[src/rtl/reg_shift_sequencer.sv]
// reg_shift_sequencer: iterative register-specified operand-2 shifter (LSL/LSR/ASR/ROR, ARM amount semantics)
module reg_shift_sequencer #(
  parameter int WIDTH = 32,
  parameter int STEP  = 4
) (
  input  logic             clk,
  input  logic             rst,
  input  logic             flush,
  input  logic             start_valid,
  output logic             start_ready,
  input  logic [WIDTH-1:0] val_Rm,
  input  logic [1:0]       shift_type,
  input  logic [7:0]       shift_amt,
  input  logic             carry_in,
  output logic             done_valid,
  input  logic             done_ready,
  output logic [WIDTH-1:0] result,
  output logic             carry_out,
  output logic             busy
);
  typedef enum logic [1:0] {IDLE, SHIFT, DONE} state_t;
  localparam logic [5:0] STEP6 = 6'(STEP);
  state_t           state_q, state_d;
  logic [WIDTH-1:0] r_q, r_d, sh;
  logic             c_q, c_d, csh, ror_z;
  logic [1:0]       ty_q, ty_d;
  logic [5:0]       rem_q, rem_d, n;
  always_comb begin
    n = shift_amt == 8'd0 ? 6'd0 :
        shift_type == 2'b11 ? {1'b0, shift_amt[4:0]} :
        shift_amt > 8'd33 ? 6'd33 : shift_amt[5:0];
    ror_z = shift_type == 2'b11 && shift_amt != 8'd0 && shift_amt[4:0] == 5'd0;
    sh = r_q;
    csh = c_q;
    // one-bit steps, only the first min(rem,STEP) of them take effect
    for (int i = 0; i < STEP; i++) begin
      if (6'(i) < rem_q) begin
        csh = ty_q == 2'b00 ? sh[WIDTH-1] : sh[0];
        sh = ty_q == 2'b00 ? {sh[WIDTH-2:0], 1'b0} :
             ty_q == 2'b01 ? {1'b0, sh[WIDTH-1:1]} :
             ty_q == 2'b10 ? {sh[WIDTH-1], sh[WIDTH-1:1]} : {sh[0], sh[WIDTH-1:1]};
      end
    end
    state_d = state_q;
    r_d = r_q;
    c_d = c_q;
    ty_d = ty_q;
    rem_d = rem_q;
    if (flush && state_q != IDLE) begin
      state_d = IDLE;
    end else if (state_q == IDLE && start_valid) begin
      r_d = val_Rm;
      c_d = ror_z ? val_Rm[WIDTH-1] : carry_in;
      ty_d = shift_type;
      rem_d = n;
      state_d = n == 6'd0 ? DONE : SHIFT;
    end else if (state_q == SHIFT) begin
      r_d = sh;
      c_d = csh;
      rem_d = rem_q > STEP6 ? rem_q - STEP6 : 6'd0;
      state_d = rem_q > STEP6 ? SHIFT : DONE;
    end else if (state_q == DONE && done_ready) begin
      state_d = IDLE;
    end
  end
  always_ff @(posedge clk) begin
    if (!rst) begin
      state_q <= IDLE;
      r_q <= '0;
      c_q <= 1'b0;
      ty_q <= 2'b00;
      rem_q <= 6'd0;
    end else begin
      state_q <= state_d;
      r_q <= r_d;
      c_q <= c_d;
      ty_q <= ty_d;
      rem_q <= rem_d;
    end
  end
  assign start_ready = state_q == IDLE;
  assign busy = state_q != IDLE;
  assign done_valid = state_q == DONE;
  assign result = r_q;
  assign carry_out = c_q;
endmodule

[config.mk]
export PLATFORM = sky130hd
export DESIGN_NAME = reg_shift_sequencer
export DESIGN_NICKNAME = d
export VERILOG_FILES = /design/src/rtl/reg_shift_sequencer.sv
export SDC_FILE = /design/constraint.sdc
export NUM_CORES = 1
export LEC_CHECK = 0
export ABC_CLOCK_PERIOD_IN_PS = 2700
export BUFFER_PORTS_ARGS = -buffer_cell sky130_fd_sc_hd__buf_2
export CORE_MARGIN = 2
export CORE_UTILIZATION = 50
export CTS_BUF_LIST = sky130_fd_sc_hd__clkbuf_4
export DETAILED_ROUTE_END_ITERATION = 10
export PLACE_DENSITY_LB_ADDON = 0.12
export REMOVE_ABC_BUFFERS = 1
export SYNTH_ARGS = -nofsm -noshare
export SYNTH_HDL_FRONTEND = slang
export SYNTH_SLANG_ARGS = --single-unit
[constraint.sdc]
create_clock -name clk -period 2.7 [get_ports clk]
set_input_delay 0.135 -clock clk [delete_from_list [all_inputs] [get_ports clk]]
set_output_delay 0.135 -clock clk [all_outputs]
set_load 0.01 [all_outputs]
* Word-level counts from Yosys, hierarchy flattened
Index checks and enable logic that the tools add are counted.
Word-level totals: register bits 43, bits in latches 0, memory bits (writable) 0, memory bits (read-only) 0, input port bits 48, output and inout port bits 36, word-level logic and storage cells 78, memories kept 0
Cells by class: $add $sub $neg 1, multipliers 0, div/mod/pow operators 0, magnitude comparators 6, equality and inequality tests 5, shift operators 0, multiplexer cells 40, bitwise operators 2, reduce and logical (&&, ||, !) cells 19
Operator list (number):
- 32-bit two-way mux | 18
- 6-bit two-way mux | 6
- 1-bit by 6-bit < comparator with 1-bit output, first input constant | 2
- 2-bit by 6-bit < comparator with 1-bit output, first input constant | 2
- 1-bit two-way mux | 11
- 2-bit two-way mux | 5
- 8-bit by 6-bit greater-than comparator with 1-bit output, second input constant | 1
- 8-bit logical NOT | 1
- 8-bit nonzero test | 1
- 2-bit == test, second input constant | 3
- 6-bit by 3-bit greater-than comparator with 1-bit output, second input constant | 1
- 6-bit logical NOT | 1
- 6-bit by 3-bit subtractor with 6-bit output, second input constant | 1
- 1-bit logical AND | 5
- 5-bit logical NOT | 1
- 5-bit nonzero test | 1
- 2-bit by 1-bit == test with 1-bit output, second input constant | 2
- 2-bit logical NOT | 2
- 2-bit AND reduction | 2
- 2-bit nonzero test | 2
- 3-bit AND reduction | 1
- 3-bit nonzero test | 1
- 1-bit NOT | 2
- 2-bit OR reduction | 1

* Logic depth before layout (Yosys ltp)
depth in word-level cells 19, depth in mapped cells 11, gate-level depth less buffers 8

* Worst setup path after synthesis
OpenSTA, ideal clock, no wires.
path kind register to register, start point reg rem_q[2], end point reg r_q[31], in the netlist result[31], library setup time 0.122 ns, arrival 2.010 ns, required time 2.578 ns, path slack 0.568 ns, cell stages (with the launch flop) 10, buffers on the path 1, period minus slack after synthesis 2.132 ns, path through dfxtp_1 > inv_1 > ha_1 > or3b_1 > buf_6 > or3_1 > o2111ai_1 > a22o_1 > o21ai_1 > a221o_1
On the way: word-level cells in the longest chain between the ends 16, elaborated cells between the ends (all ways) 19, classes of those cells 4 x order compare; 15 x mux
Ends and longest elaborated chain:
- start, declared | RTL line 27 | logic [5:0] rem_q, rem_d, n;
- start signal, assigned | RTL line 78 | rem_q <= rem_d;
- 1-bit by 6-bit < comparator with 1-bit output | RTL line 37 | if (6'(i) < rem_q) begin
- 32-bit two-way mux | RTL line 37
- 32-bit two-way mux | RTL line 41 | ty_q == 2'b10 ? {sh[WIDTH-1], sh[WIDTH-1:1]} : {sh[0], sh[WIDTH-1:1]};
- 32-bit two-way mux | RTL line 40 | ty_q == 2'b01 ? {1'b0, sh[WIDTH-1:1]} :
- 32-bit two-way mux | RTL line 39 | sh = ty_q == 2'b00 ? {sh[WIDTH-2:0], 1'b0} :
- 32-bit two-way mux | RTL line 37
- 32-bit two-way mux | RTL line 41
- 32-bit two-way mux | RTL line 40
- 32-bit two-way mux | RTL line 39
- 32-bit two-way mux | RTL line 37
- 32-bit two-way mux | RTL line 41
- 32-bit two-way mux | RTL line 40
- 32-bit two-way mux | RTL line 39
- 32-bit two-way mux * | RTL line 37
- 32-bit two-way mux * | RTL line 57 | end else if (state_q == SHIFT) begin
- 32-bit two-way mux * | RTL line 51 | end else if (state_q == IDLE && start_valid) begin
- end signal, assigned | RTL line 75 | r_q <= r_d;
- end, declared | RTL line 24 | logic [WIDTH-1:0] r_q, r_d, sh;
Every way passes the cells marked *; elsewhere a longest branch is shown, timed or not. The select of a mux whose other input is x is not followed. A chain may end at the register's enable or synchronous reset.

* Worst setup path after layout
start point reg rem_q[2], end point reg r_q[20], in the netlist result[20]
Same word-level chain as after synthesis.

==> metrics.md <==
| Metric | Value |
|---|---|
| Die ar. | ~10000 um^2 |
| Nature of the critical path startpoint | flip-flop |
| Vias after detailed routing | roughly 6400 |
| Crit-path cells | inv_1 > ha_1 > nor3b_4 > buf_12 > nand2_1 > nor2_1 > o41ai_1 > a211oi_1 > a211o_1 |
| Worst-Margin Slew | roughly 0.70 ns |
| Grt total ovfl | 0 |
| Design area | about 5400 um^2 |
| Initial antenna violation count | 0 |
| Ys async rst share | 0 |
| Worst path max stage delay | approximately 0.49 ns |
| Clock Tree Buf Depth | 2 |
| Max Clock Skew | between 0.01 and 0.015 ns |
| Synth unique cells | 73 |
| Core area | roughly 9100 um^2 |
| Worst Setup End Kind | flip-flop |
| Nets@finish | 814 |
| Drt total wl | approximately 21000 um |
| Post-synth EDFFs | 0 |
| Later-pin clock latency in the skew report | 0.38 ns |
| Post-DR wirelength/cell | between 20 and 25 um |
| Ys flop type | dfxtp_1 |
| Mux share of post-synthesis cell area | 0.0184 |
| Cts hold-fix bufs | 0 |
| Synth top area share | 0.186 |
| Utilization after layout | 0.588 |
| Total setup buffers inserted after CTS | 0 |
| Root Driver | clkbuf_4 |
| Critical path class | flip-flop to flip-flop |
| First-pass GRT wire length | 33100 um |
| Port Buf Inserts | 83 |
| Layout cells sized above 1 | 0.213 |
| Adder-cell share of the synthesized area | 0.00811 |
| Simple-Gate Fraction of Synth Area | 0.279 |
| # setup viols final | 0 |
| CTS buffer count | 5 |
| H-tree Lvls | 2 |
| Layout area overhead | 15.8% |
| Antenna-violating nets left | 0 |
| Tot GR Track Use | 0.417 |
| Post-synthesis cell area | roughly 4600 um^2 |
| LEAKAGE | 2.12 nW |
| Peak supply drop | approximately 0.42 mV |
| Total of max-cap violations | 0 |
| Min-Delay Startpoint | shift_type[0] |
| Final WS setup | 0.140 ns |
| Clk slew on worst S/H paths | ~0.15 ns |
| Gp weighted congestion | around 1.0 |
| Run status | complete, no violations |
| Delay-heaviest family, CP | simple AND/OR/NAND/NOR gates |
| Post-Syn Instances | 695 |
| Sequential area share after synthesis | 0.186 |
| FP Rows | 35 |
| Type of the worst min-delay path | primary input to flip-flop |
| DRC viols | 0 |
| Pwr/cell area | 601 nW/um^2 |
| Max Slew Vio Count | 0 |
| First-pass DRT Iterations | 6 |
| RSZ-0062 raised after global routing | false |
| DRT iter0 DRCs | about 810 |
| Post-DP HPWL | 14700 um |
| RR Startpoint | rem_q[2] |
| Die Ht | around 100 um |
| Num ports | 84 |
| Initial Util | 0.508 |
| Area leader, netlist | dfxtp_1 |
| TritonCTS clock tree | yes |
| Max FO, Critical Path | 26 |
| TritonCTS Sinks | 43 |
| Width of the chip | roughly 100 um |
| Mean post-synth cell area | 6.66 um^2 |
| Worst slack at placement | approximately 0.28 ns |
| Sum of negative setup slack | 0 ns |
| Vias in the first global route | ~6000 |
| Number of diodes | 0 |
| Synth Area in Compound Gates | 0.429 |
| Part of the cycle the worst path needs | 0.948 |
| Worst Path Required | roughly 3 ns |
| Synthesized flop and latch total | 43 |
| Slowest library cell on the worst path | nor2_1 |
| Rel. slew slack | 0.532 |
| Ranking of synthesized cells by area | dfxtp_1 (19%), nand2_1 (7.9%), a21oi_1 (6.8%) |
| Placed inst area | 5310 um^2 |
| Crit path DAT | 2.90 ns |
| Ys Warns | 0 |
| Largest net degree at the start of global routing | between 40 and 50 |
| Hold Fails Final Rpt | 0 |
| Highest clock rate | about 390 MHz |
| Critical path origin | rem_q[2] |
| Xor/xnor cell area share of the yosys netlist | 0.00189 |
| Largest family of logic cells by synthesized area | compound AO/OA/AOI/OAI gates |
| WP buf/inv | 2 |
| PostCTS Resize Cnt | 0 |
| DR vias/cell | about 7.4 |
| Period minus WS final | 2.56 ns |
==> final cells by class <==
type / instances / area, um^2
multi-input cells: 571 / 3430
flip-flops and latches: 43 / 861
clock buffers: 6 / 45.0
inverters: 8 / 30.0
clock inverters: 2 / 7.51
well taps: 111 / 139
repair buffers: 134 / 848
fillers: 916 / 3750
==> cell usage after synthesis (all sizes together), types with 6 or more instances <==
cell type  number
nand2          97
a21oi          63
nor2           62
o21ai          61
dfxtp          43
clkbuf         42
buf            31
a31oi          28
nand3          25
nor3           22
a211oi         18
o211ai         14
a22o           12
o221ai         12
a311oi         10
nand4           9
o22ai           9
nand2b          8
a21o            7
a22oi           7
inv             7
a2111oi         6
a211o           6
or3b            6
==> state kept, by name, summed over array words and instances, names as in the netlist <==
signal / flops
result: 32
ty_q: 2
carry_out: 1
rem_q: 6
state_q: 2
==> report_power, final <==
part,internal (mW),switching [mW],leakage [nW]
sequential,0.721,0.197,0.355
clock,0.107,0.248,0.0307
combinational,0.742,1.20,1.73
==> worst reg2reg max path, stage by stage (launching register included) <==
cell and delay, ns:
dfxtp_1 0.37, inv_1 0.11, ha_1 0.21, nor3b_4 0.28, buf_12 0.23, nand2_1 0.29
nor2_1 0.49, o41ai_1 0.17, a211oi_1 0.23, a211o_1 0.15
==> per-stage QoR <==
step | cells | total power, mW | hold WS [ns]
finish | 875 | 3.22 | 0.00246
detailed placement | 867 | 2.79 | 0.412
global route | 875 | 3.38 | 0.0278
floorplan | 622 | 1.99 | 0.253
CTS | 875 | 3.13 | 0.0186
global placement | 867 | 2.78 | 0.415
==> logic make-up (layout without fill, tap and decap cells) <==
logic type               count (synthesis)  count (layout)
AND/OR/NAND/NOR                        266             266
buffers and inverters                   81             150
flip-flops                              43              43
AO/OA/AOI/OAI                          294             294
multiplexers                             7               7
XOR/XNOR                                 1               1
adder cells (fa/ha/maj)                  3               3
==> routing by layer <==
layer  global-route usage  wire, um  share of wire
met5                    0         0              0
met4                0.219      1130          0.053
met3               0.0905      2950           0.14
met2                0.645      9300           0.44
met1                0.543      7780           0.37
==> cells in the final DEF, fill, tap and decap left out, types with 6 or more instances in the layout <==
cell type / instances
a21o_1: 7
a22oi_1: 6
inv_1: 7
a311oi_1: 10
a2111oi_0: 6
a211o_1: 6
o22ai_1: 9
nor2_1: 59
o21ai_0: 59
o221ai_1: 11
nand2_1: 97
a21oi_1: 62
buf_4: 47
nand2b_1: 8
a22o_1: 12
a211oi_1: 18
clkbuf_4: 6
a31oi_1: 28
nand3_1: 25
nand4_1: 9
o211ai_1: 13
dfxtp_1: 43
nor3_1: 22
buf_2: 83
==> final timing paths <==
| path | endpoint | depth (start not counted) | slack (ns) |
|---|---|---|---|
| setup / recovery | result[20] | 9 | 0.14 |
| hold / removal | ty_q[0] | 3 | 0.002 |
| setup reg to reg | result[20] | 9 | 0.14 |
| hold reg to reg | ty_q[0] | 2 | 0.54 |
Note: power is estimated with default switching activity, not from simulation.
